==> src/rtl/riscv_pkg.sv <==
// Shared RV32I encoding constants, request-kind and ALU-op encodings, loader
// FSM states and small immediate/ALU helper functions.
package riscv_pkg;

    typedef enum logic [2:0] {
        KIND_R    = 3'd0,
        KIND_I    = 3'd1,
        KIND_LW   = 3'd2,
        KIND_SW   = 3'd3,
        KIND_BEQ  = 3'd4,
        KIND_JAL  = 3'd5,
        KIND_JALR = 3'd6,
        KIND_ILL  = 3'd7
    } kind_e;

    typedef enum logic [2:0] {
        ALU_ADD = 3'd0,
        ALU_SUB = 3'd1,
        ALU_AND = 3'd2,
        ALU_OR  = 3'd3,
        ALU_SLT = 3'd4
    } alu_op_e;

    typedef enum logic [2:0] {
        ST_IDLE   = 3'd0,
        ST_ACCEPT = 3'd1,
        ST_ENCODE = 3'd2,
        ST_WRITE  = 3'd3,
        ST_DONE   = 3'd4,
        ST_ERR    = 3'd5
    } load_state_e;

    localparam logic [6:0] OPC_OP     = 7'b0110011;
    localparam logic [6:0] OPC_OP_IMM = 7'b0010011;
    localparam logic [6:0] OPC_LOAD   = 7'b0000011;
    localparam logic [6:0] OPC_STORE  = 7'b0100011;
    localparam logic [6:0] OPC_BRANCH = 7'b1100011;
    localparam logic [6:0] OPC_JAL    = 7'b1101111;
    localparam logic [6:0] OPC_JALR   = 7'b1100111;

    localparam logic [2:0] F3_ADD_SUB = 3'b000;
    localparam logic [2:0] F3_SLT     = 3'b010;
    localparam logic [2:0] F3_OR      = 3'b110;
    localparam logic [2:0] F3_AND     = 3'b111;
    localparam logic [2:0] F3_LW      = 3'b010;
    localparam logic [2:0] F3_SW      = 3'b010;
    localparam logic [2:0] F3_BEQ     = 3'b000;
    localparam logic [2:0] F3_JALR    = 3'b000;

    localparam logic [6:0] F7_BASE = 7'b0000000;
    localparam logic [6:0] F7_SUB  = 7'b0100000;

    function automatic logic fits_s12(input logic [20:0] imm);
        return (imm[20:11] == {10{imm[11]}});
    endfunction

    function automatic logic fits_s13(input logic [20:0] imm);
        return (imm[20:12] == {9{imm[12]}});
    endfunction

    function automatic logic alu_op_legal(input logic [2:0] op);
        return (op <= 3'd4);
    endfunction

    function automatic logic [2:0] alu_funct3(input logic [2:0] op);
        logic [2:0] f3;
        case (op)
            ALU_ADD, ALU_SUB: f3 = F3_ADD_SUB;
            ALU_SLT:          f3 = F3_SLT;
            ALU_OR:           f3 = F3_OR;
            ALU_AND:          f3 = F3_AND;
            default:          f3 = F3_ADD_SUB;
        endcase
        return f3;
    endfunction

endpackage

==> src/rtl/inst_loader_if.sv <==
// Control, request and memory-write signals of the instruction loader.
interface inst_loader_if #(
    parameter int DEPTH = 64
) ();
    localparam int CW = $clog2(DEPTH) + 1;

    logic          i_start;
    logic          o_busy;
    logic          o_done;
    logic          o_err;
    logic          i_valid;
    logic          o_ready;
    logic [2:0]    i_kind;
    logic [2:0]    i_alu_op;
    logic [4:0]    i_rd;
    logic [4:0]    i_rs1;
    logic [4:0]    i_rs2;
    logic [20:0]   i_imm;
    logic          i_last;
    logic          o_we;
    logic [31:0]   o_addr;
    logic [31:0]   o_wdata;
    logic [CW-1:0] o_count;

    modport slave (
        input  i_start, i_valid, i_kind, i_alu_op, i_rd, i_rs1, i_rs2, i_imm, i_last,
        output o_busy, o_done, o_err, o_ready, o_we, o_addr, o_wdata, o_count
    );

    modport master (
        output i_start, i_valid, i_kind, i_alu_op, i_rd, i_rs1, i_rs2, i_imm, i_last,
        input  o_busy, o_done, o_err, o_ready, o_we, o_addr, o_wdata, o_count
    );
endinterface

==> src/rtl/inst_encoder.sv <==
// Combinational RV32I encoder: builds the instruction word for one request
// and flags requests that cannot be encoded.
module inst_encoder
    import riscv_pkg::*;
(
    input  logic [2:0]  kind,
    input  logic [2:0]  alu_op,
    input  logic [4:0]  rd,
    input  logic [4:0]  rs1,
    input  logic [4:0]  rs2,
    input  logic [20:0] imm,
    output logic [31:0] word,
    output logic        legal
);

    logic       alu_ok_s;
    logic [2:0] alu_f3_s;
    logic [6:0] f7_s;

    // ALU-op derived fields, only consumed by R and I-ALU kinds
    always_comb begin
        alu_ok_s = alu_op_legal(alu_op);
        alu_f3_s = alu_funct3(alu_op);
        if (alu_op == ALU_SUB) begin
            f7_s = F7_SUB;
        end else begin
            f7_s = F7_BASE;
        end
    end

    // Per-kind field packing and legality
    always_comb begin
        word  = 32'h0000_0000;
        legal = 1'b0;
        case (kind)
            KIND_R: begin
                word  = {f7_s, rs2, rs1, alu_f3_s, rd, OPC_OP};
                legal = alu_ok_s;
            end
            KIND_I: begin
                word  = {imm[11:0], rs1, alu_f3_s, rd, OPC_OP_IMM};
                legal = alu_ok_s && (alu_op != ALU_SUB) && fits_s12(imm);
            end
            KIND_LW: begin
                word  = {imm[11:0], rs1, F3_LW, rd, OPC_LOAD};
                legal = fits_s12(imm);
            end
            KIND_SW: begin
                word  = {imm[11:5], rs2, rs1, F3_SW, imm[4:0], OPC_STORE};
                legal = fits_s12(imm);
            end
            KIND_BEQ: begin
                word  = {imm[12], imm[10:5], rs2, rs1, F3_BEQ, imm[4:1], imm[11], OPC_BRANCH};
                legal = fits_s13(imm) && !imm[0];
            end
            KIND_JAL: begin
                word  = {imm[20], imm[10:1], imm[11], imm[19:12], rd, OPC_JAL};
                legal = !imm[0];
            end
            KIND_JALR: begin
                word  = {imm[11:0], rs1, F3_JALR, rd, OPC_JALR};
                legal = fits_s12(imm);
            end
            default: begin
                word  = 32'h0000_0000;
                legal = 1'b0;
            end
        endcase
    end

endmodule

==> src/rtl/inst_loader.sv <==
// Instruction loader: accepts encode requests one at a time, encodes them to
// RV32I words and writes them sequentially into instruction memory.
module inst_loader
    import riscv_pkg::*;
#(
    parameter int          DEPTH     = 64,
    parameter logic [31:0] BASE_ADDR = 32'h0000_0000
) (
    input  logic         i_clk,
    input  logic         i_rst_n,
    inst_loader_if.slave bus
);

    localparam int            CW        = $clog2(DEPTH) + 1;
    localparam logic [CW-1:0] DEPTH_CNT = CW'(DEPTH);
    localparam logic [CW-1:0] ONE_CNT   = {{(CW-1){1'b0}}, 1'b1};

    load_state_e   state_r;
    load_state_e   state_s;
    logic          xfer_s;
    logic [CW-1:0] count_r;
    logic [CW-1:0] count_inc_s;
    logic [31:0]   addr_off_s;

    logic [2:0]    kind_r;
    logic [2:0]    alu_op_r;
    logic [4:0]    rd_r;
    logic [4:0]    rs1_r;
    logic [4:0]    rs2_r;
    logic [20:0]   imm_r;
    logic          last_r;

    logic [31:0]   enc_word_s;
    logic          enc_legal_s;

    logic          ready_r;
    logic          busy_r;
    logic          done_r;
    logic          err_r;
    logic          we_r;
    logic [31:0]   addr_r;
    logic [31:0]   wdata_r;

    inst_encoder u_encoder (
        .kind   (kind_r),
        .alu_op (alu_op_r),
        .rd     (rd_r),
        .rs1    (rs1_r),
        .rs2    (rs2_r),
        .imm    (imm_r),
        .word   (enc_word_s),
        .legal  (enc_legal_s)
    );

    // Handshake qualifier and write-address arithmetic
    always_comb begin
        xfer_s      = (state_r == ST_ACCEPT) && bus.i_valid && !bus.i_start;
        count_inc_s = count_r + ONE_CNT;
        addr_off_s  = {{(30-CW){1'b0}}, count_r, 2'b00};
    end

    // Next-state logic; i_start restarts the session from any state
    always_comb begin
        state_s = state_r;
        if (bus.i_start) begin
            state_s = ST_ACCEPT;
        end else begin
            case (state_r)
                ST_IDLE:   state_s = ST_IDLE;
                ST_ACCEPT: begin
                    if (bus.i_valid) begin
                        state_s = ST_ENCODE;
                    end else begin
                        state_s = ST_ACCEPT;
                    end
                end
                ST_ENCODE: begin
                    if (enc_legal_s) begin
                        state_s = ST_WRITE;
                    end else begin
                        state_s = ST_ERR;
                    end
                end
                ST_WRITE: begin
                    if (last_r || (count_inc_s == DEPTH_CNT)) begin
                        state_s = ST_DONE;
                    end else begin
                        state_s = ST_ACCEPT;
                    end
                end
                ST_DONE:   state_s = ST_DONE;
                ST_ERR:    state_s = ST_ERR;
                default:   state_s = ST_IDLE;
            endcase
        end
    end

    // FSM state register
    always_ff @(posedge i_clk or negedge i_rst_n) begin
        if (!i_rst_n) begin
            state_r <= ST_IDLE;
        end else begin
            state_r <= state_s;
        end
    end

    // Request field capture on handshake
    always_ff @(posedge i_clk or negedge i_rst_n) begin
        if (!i_rst_n) begin
            kind_r   <= 3'd0;
            alu_op_r <= 3'd0;
            rd_r     <= 5'd0;
            rs1_r    <= 5'd0;
            rs2_r    <= 5'd0;
            imm_r    <= 21'd0;
            last_r   <= 1'b0;
        end else if (xfer_s) begin
            kind_r   <= bus.i_kind;
            alu_op_r <= bus.i_alu_op;
            rd_r     <= bus.i_rd;
            rs1_r    <= bus.i_rs1;
            rs2_r    <= bus.i_rs2;
            imm_r    <= bus.i_imm;
            last_r   <= bus.i_last;
        end
    end

    // Word counter, address and encoded-word registers
    always_ff @(posedge i_clk or negedge i_rst_n) begin
        if (!i_rst_n) begin
            count_r <= {CW{1'b0}};
            addr_r  <= 32'h0000_0000;
            wdata_r <= 32'h0000_0000;
        end else if (bus.i_start) begin
            count_r <= {CW{1'b0}};
        end else begin
            if (state_r == ST_WRITE) begin
                count_r <= count_inc_s;
            end
            if ((state_r == ST_ENCODE) && enc_legal_s) begin
                addr_r  <= BASE_ADDR + addr_off_s;
                wdata_r <= enc_word_s;
            end
        end
    end

    // Status outputs registered from the next state
    always_ff @(posedge i_clk or negedge i_rst_n) begin
        if (!i_rst_n) begin
            ready_r <= 1'b0;
            busy_r  <= 1'b0;
            done_r  <= 1'b0;
            err_r   <= 1'b0;
            we_r    <= 1'b0;
        end else begin
            ready_r <= (state_s == ST_ACCEPT);
            busy_r  <= (state_s == ST_ACCEPT) || (state_s == ST_ENCODE) || (state_s == ST_WRITE);
            done_r  <= (state_s == ST_DONE);
            err_r   <= (state_s == ST_ERR);
            we_r    <= (state_s == ST_WRITE);
        end
    end

    // A restart during WRITE must suppress the strobe already on the bus
    assign bus.o_we    = we_r & ~bus.i_start;
    assign bus.o_ready = ready_r;
    assign bus.o_busy  = busy_r;
    assign bus.o_done  = done_r;
    assign bus.o_err   = err_r;
    assign bus.o_addr  = addr_r;
    assign bus.o_wdata = wdata_r;
    assign bus.o_count = count_r;

endmodule

==> src/flat_wrapper.sv <==
// flat-port wrapper written by rule: the top's interface ports become plain ports
module inst_loader_flat import riscv_pkg::*;
#(
    parameter int          DEPTH     = 64,
    parameter logic [31:0] BASE_ADDR = 32'h0000_0000
)
  (i_clk, i_rst_n, bus_i_start, bus_i_valid, bus_i_kind, bus_i_alu_op, bus_i_rd, bus_i_rs1, bus_i_rs2, bus_i_imm, bus_i_last, bus_o_busy, bus_o_done, bus_o_err, bus_o_ready, bus_o_we, bus_o_addr, bus_o_wdata, bus_o_count);
  inst_loader_if #(.DEPTH(DEPTH)) bus_i ();
  input  logic i_clk;
  input  logic i_rst_n;
  input wire logic [$bits(bus_i.i_start)-1:0] bus_i_start;
  input wire logic [$bits(bus_i.i_valid)-1:0] bus_i_valid;
  input wire logic [$bits(bus_i.i_kind)-1:0] bus_i_kind;
  input wire logic [$bits(bus_i.i_alu_op)-1:0] bus_i_alu_op;
  input wire logic [$bits(bus_i.i_rd)-1:0] bus_i_rd;
  input wire logic [$bits(bus_i.i_rs1)-1:0] bus_i_rs1;
  input wire logic [$bits(bus_i.i_rs2)-1:0] bus_i_rs2;
  input wire logic [$bits(bus_i.i_imm)-1:0] bus_i_imm;
  input wire logic [$bits(bus_i.i_last)-1:0] bus_i_last;
  output wire logic [$bits(bus_i.o_busy)-1:0] bus_o_busy;
  output wire logic [$bits(bus_i.o_done)-1:0] bus_o_done;
  output wire logic [$bits(bus_i.o_err)-1:0] bus_o_err;
  output wire logic [$bits(bus_i.o_ready)-1:0] bus_o_ready;
  output wire logic [$bits(bus_i.o_we)-1:0] bus_o_we;
  output wire logic [$bits(bus_i.o_addr)-1:0] bus_o_addr;
  output wire logic [$bits(bus_i.o_wdata)-1:0] bus_o_wdata;
  output wire logic [$bits(bus_i.o_count)-1:0] bus_o_count;
  assign bus_i.i_start = bus_i_start;
  assign bus_i.i_valid = bus_i_valid;
  assign bus_i.i_kind = bus_i_kind;
  assign bus_i.i_alu_op = bus_i_alu_op;
  assign bus_i.i_rd = bus_i_rd;
  assign bus_i.i_rs1 = bus_i_rs1;
  assign bus_i.i_rs2 = bus_i_rs2;
  assign bus_i.i_imm = bus_i_imm;
  assign bus_i.i_last = bus_i_last;
  assign bus_o_busy = bus_i.o_busy;
  assign bus_o_done = bus_i.o_done;
  assign bus_o_err = bus_i.o_err;
  assign bus_o_ready = bus_i.o_ready;
  assign bus_o_we = bus_i.o_we;
  assign bus_o_addr = bus_i.o_addr;
  assign bus_o_wdata = bus_i.o_wdata;
  assign bus_o_count = bus_i.o_count;
  inst_loader #(.DEPTH(DEPTH), .BASE_ADDR(BASE_ADDR)) u_core (.i_clk(i_clk), .i_rst_n(i_rst_n), .bus(bus_i));
endmodule
==> config.mk <==
export PLATFORM = sky130hd
export DESIGN_NAME = inst_loader_flat
export DESIGN_NICKNAME = d
export VERILOG_FILES = /design/src/rtl/riscv_pkg.sv /design/src/rtl/inst_loader_if.sv /design/src/rtl/inst_encoder.sv /design/src/rtl/inst_loader.sv /design/src/flat_wrapper.sv
export SDC_FILE = /design/constraint.sdc
export NUM_CORES = 1
export LEC_CHECK = 0
export CORE_ASPECT_RATIO = 2
export CORE_MARGIN = 2
export CORE_UTILIZATION = 45
export CTS_CLUSTER_SIZE = 20
export DETAILED_ROUTE_END_ITERATION = 10
export PLACE_DENSITY = 0.76
export SETUP_SLACK_MARGIN = 0.3
export SLEW_MARGIN = 40
export SYNTH_ARGS = -nofsm -noshare
export SYNTH_HDL_FRONTEND = slang
export SYNTH_SLANG_ARGS = --single-unit
==> constraint.sdc <==
create_clock -name i_clk -period 3.1 [get_ports i_clk]
set_input_delay 0.93 -clock i_clk [delete_from_list [all_inputs] [get_ports i_clk]]
set_output_delay 0.93 -clock i_clk [all_outputs]
set_load 0.01 [all_outputs]
Word level (Yosys, flattened, before mapping)
Index checks and enable logic that the tools add are counted. W data, S select, Z words.

Bits in registers: 97. Bits in latches: 0. Memory bits (writable): 0. Memory bits (read-only): 0. Input bits: 47. Output and inout port bits: 76. Logic and storage cells: 70. Memories: 0.

Add/sub/neg operators: 1. Multiply operators: 0. Divide/modulo/power cells: 0. Magnitude comparators: 1. Equality and inequality tests: 24. Shift operators: 0. Mux-type cells: 11. Bitwise logic cells: 2. Reduce and logical (&&, ||, !) cells: 15.

Operator list (count): $pmux W32 S7 (1); $eq A3 B2 Y1 const B (8); $eq A3 B3 Y1 const B (8); $pmux W3 S5 (1); $mux W7 (2); $eq A3 B1 Y1 const B (4); $eq A9 B9 Y1 (1); $mux W3 (3); $pmux W3 S3 (1); $eq A8 B8 Y1 (1); $add A7 B1 Y7 const B (1); $eq A7 B7 Y1 const B (1); $logic_and A1 B1 Y1 (6); $mux W6 (1); $pmux W1 S5 (1); $le A3 B3 Y1 const B (1); $logic_not A3 Y1 (1); $logic_or A1 B1 Y1 (3); $ne A3 B1 Y1 const B (1); $reduce_or A3 Y1 (1); $logic_not A1 Y1 (2); $mux W2 (1); $reduce_and A2 Y1 (1); $reduce_bool A2 Y1 (1); 2 further kinds (2).

Logic depth before layout (Yosys ltp)
Word-level depth: 10. Gate-level depth with buffers: 8.

Modules after synthesis
From an unflattened synthesis, not the netlist that was laid out.

Cell total of the unflattened synthesis: 484. Area total of the unflattened synthesis: 4815.9 um^2.

Modules (own cells, without submodules): inst_loader (instances 1, cells each 364, area an instance 4091.4 um^2); inst_encoder (instances 1, cells each 120, area an instance 724.4 um^2).

Worst setup path before layout
Ideal clock, no wire load.

Path kind: input-to-output. From: input bus_i_start. To: output bus_o_we. Arrival: 1313 ps. Path slack: 857 ps. Stages on the path: 2. Path buffers: 1. Cells stage by stage: clkbuf_1 > nor2b_1.

Cells in the longest elaborated chain, start to end: 2.

Ends and longest elaborated chain: from (decl) (line flat_wrapper.sv:11) `input wire logic [$bits(bus_i.i_start)-1:0] bus_i_start;`; $not A1 Y1 (line inst_loader.sv:165) `assign bus.o_we = we_r & ~bus.i_start;`; $and A1 B1 Y1 (line inst_loader.sv:165); to (decl) (line flat_wrapper.sv:24) `output wire logic [$bits(bus_i.o_we)-1:0] bus_o_we;`.

No other way between the ends.

Final worst setup path
Ends and elaborated chain as after synthesis.

==> results.cfg <==
[run_status]
status = completed

[global_routing]
grt_antenna_before_repair = 0
grt_start_max_net_pins = 51
grt_remaining_overflow = 0
grtUsageTotal_pct = 19.8
grt_first_pass_wirelength_um = 16100
first_global_vias = 3402

[timing]
rsz0062_at_grt = false
fin_tns_setup_ps = 0
setup_viol_count_final = 0
max_clock_freq_mhz = 375
finalHoldViolations = 0
period_needed_ps = 2670
final.setup_skew_ps = 7.80
max_slew.worst_pin.slew_ps = 629
worst_slew_margin_rel_pct = 58.1
period_share_pct = 86.1
timing.final.max_slew_violations = 0

[cells_and_area]
final_cell_mix = sky130_fd_sc_hd__dfrtp_1 (96), sky130_fd_sc_hd__clkdlybuf4s50_1 (95), sky130_fd_sc_hd__nand2_1 (50)
layout_commonest_cell = sky130_fd_sc_hd__dfrtp_1
filler_cell_count = 845
multi_input_area_um2 = 1860
fin_nets = 552
regArea_um2 = 2400
non_filler_instance_count_after_layout = 640
area_growth_syn_to_layout_pct = 31.2
final_util_pct = 60.3
drive_gt1_share_pct = 16.9
insertedDiodeCount = 0

[place]
io_buffer_count = 97
dpl.hpwl_um = 7510
dpl.cell_count = 624
weighted_congestion_at_the_end_of_routability_driven_global_placement = 0.842

[clocking]
cts_tree = done
clock_pin_slew_on_the_worst_setup_and_hold_paths_ps = 60
cts_max_path_buffers = 2
insertion_delay_ps = 350
htree_levels = 3
tritoncts_num_sinks = 96
cts.root.buffer_cell = sky130_fd_sc_hd__clkbuf_16
numCtsBuffers = 9

[pwr]
totalPowerFinal_w = 0.00385
peakVddDrop_v = 0.000430
sequentialPowerShare_pct = 44.7
comb_power_share_pct = 25.7
power_density_nw_per_um2 = 659
power.leakage_nw = 2.56
total_switching_power_w = 0.00116
p_int_w = 0.00269
power_switching_share_pct = 30.2
clkPwrFrac_pct = 29.6

[route]
detailedRoute.firstPassIterationCount = 4
drt-initial-drc-count = 110
postRouteWirelength_um = 10000
wire_per_inst_um = 15.7
post_drt_via_cell_ratio = 5.18
drc = 0
route.vias.total = 3314
number_of_nets_with_antenna_violations_after_routing = 0

[yosys]
total_standard_cell_area_after_synthesis_um2 = 4460
synth.area.mux_share_pct = 14.2
yosys_warnings = 0
netlist-cell-type-count = 48
synth_compound_gate_area_share_pct = 11.4
syn_avg_cell_area_um2 = 11.0
synth_seq_cells = 96
postSynthCellCount = 404
top_flip_flop_cell_by_instance_count_after_synthesis = sky130_fd_sc_hd__dfrtp_1
simple_gate_area_share_of_the_yosys_netlist_pct = 11.8
synth_top_family_by_area = multiplexers
synth_async_sr_flop_share_pct = 100
post_synth_xor_area_fraction_pct = 1.38
synth_enable_flop_cells = 0
synth-seq-area-share_pct = 53.9
yosys.area_share.adder_pct = 0.561

[die]
initial_cell_density_of_the_core_pct = 45.9
placementRows = 51
io_pins = 123
die_x_um = 74.4
design.die.area_um2 = 10800
die_h_um = 145
design.core.area_um2 = 9700

[setup_path]
r2r_setup_slack_ps = 760
timing.reg2reg.worst_path_depth = 6
crit_startpoint = bus_i_start
slowest_stage = sky130_fd_sc_hd__clkdlybuf4s50_1
cpPeakStageDelay_ps = 490
crit_arrival_ps = 1740
timing.rr.end = u_core.bus.o_wdata[4]$_DFFE_PN0P_
critical_path_required_ps = 2170
critical_path.max_fanout = 2
setup.worst_path.class = input pin to output pin
path_cells = clkdlybuf4s50_1 > nor2b_1 > dlygate4sd2_1
endpoint_kind = output pin
cp-endpoint = bus_o_we
startpoint_type = input pin
reg2reg_launch_point = u_core.kind_r[0]$_DFFE_PN0P_

[hold_path]
kind_of_path_behind_the_tightest_hold_check = flip-flop to flip-flop
worst_hold_path.num_cells = 2

[run]
maxCapViolCount = 0
[flip-flops by register name (all words and copies together), names as in the netlist, 3 cells and up]
name                flops
u_core.alu_op_r         3
u_core.bus.o_addr       7
u_core.bus.o_count      7
u_core.bus.o_wdata     31
u_core.imm_r           21
u_core.kind_r           3
u_core.rd_r             5
u_core.rs1_r            5
u_core.rs2_r            5
u_core.state_r          3
[Yosys cell counts (all sizes together), types with 2 or more instances]
library cell / number / area share [%]
buf: 30 / 4.9
and3: 5 / 0.70
nand4: 2 / 0.28
ha: 2 / 0.56
o21ai: 40 / 4.5
clkbuf: 15 / 1.3
nor2b: 4 / 0.56
nor3b: 2 / 0.34
and4: 2 / 0.39
nor3: 4 / 0.45
inv: 7 / 0.59
xnor2: 3 / 0.59
nor2: 16 / 1.3
nand3: 9 / 1.0
a21oi: 10 / 1.2
dfrtp: 96 / 54
mux2i: 2 / 0.45
nor4: 3 / 0.42
a31oi: 4 / 0.56
a22oi: 16 / 2.7
o31ai: 3 / 0.62
xor2: 4 / 0.79
nand2b: 6 / 0.84
nand2: 50 / 4.2
mux2: 52 / 14
[metrics by stage]
| step | worst slack [ps] | hold WS (ps) | cell area [µm²] |
|---|---|---|---|
| floorplan | 857 | 479 | 4550 |
| global placement | 163 | 461 | 5530 |
| detailed placement | 148 | 470 | 5540 |
| CTS | 415 | 484 | 5850 |
| global route | 335 | 514 | 5850 |
| finish | 430 | 483 | 5850 |
[worst max-delay path, delay by kind of cell]
family / cells / cell delay (ps)
buffers and inverters: 2 / 760
and+or+nand+nor: 1 / 50
[power groups by stage]
stage	clock (W)	sequential, W	combinational [W]
detailed placement	0	0.00174	0.000999
finish	0.00114	0.00172	0.000992
global placement	0	0.00173	0.000972
global route	0.00121	0.00175	0.00111
CTS	0.00116	0.00172	0.00101
floorplan	0	0.00170	0.000580
[final cells by class]
class | count | area share [%]
Tap cell | 132 | 2.82
Timing Repair Buffer | 109 | 18.6
Clock inverter | 6 | 1.24
Sequential cell | 96 | 41.1
Multi-Input combinational cell | 280 | 31.8
Inverter | 7 | 0.449
Clock buffer | 10 | 4.09
[how the worst min path moves through the flow]
stage,start,end,slack [ps]
final,u_core.bus.o_wdata[2]$_DFFE_PN0P_,u_core.bus.o_wdata[2]$_DFFE_PN0P_,480
after global routing,u_core.bus.o_wdata[2]$_DFFE_PN0P_,u_core.bus.o_wdata[2]$_DFFE_PN0P_,510
after CTS,u_core.bus.o_wdata[2]$_DFFE_PN0P_,u_core.bus.o_wdata[2]$_DFFE_PN0P_,480
after detailed placement,u_core.bus.o_wdata[2]$_DFFE_PN0P_,u_core.bus.o_wdata[2]$_DFFE_PN0P_,470
after global placement,u_core.bus.o_wdata[31]$_DFFE_PN0P_,u_core.bus.o_wdata[31]$_DFFE_PN0P_,460
after floorplan,u_core.imm_r[5]$_DFFE_PN0P_,u_core.imm_r[5]$_DFFE_PN0P_,480
[layer usage]
layer	wire length (µm)	global-route usage [%]	part of all wire [%]
met5	0	0	0
met2	5850	36.0	58
met3	358	2.98	3.6
met4	304	10.5	3.0
met1	3500	21.3	35
[timing repair]
item,in CTS,in global routing
setup endpoints to repair,1,0
resized for setup,1,0
hold buffers,0,0
setup buffers,0,0
[logic make-up (layout without fill, tap and decap cells)]
family	Yosys count	count (layout)
AO/OA/AOI/OAI	82	82
XOR/XNOR	7	7
adder cells (fa/ha/maj)	2	2
buffers and inverters	52	132
flip-flops	96	96
multiplexers	54	54
other	1	25
AND/OR/NAND/NOR	110	110
Power figures use the tool's default switching activity.
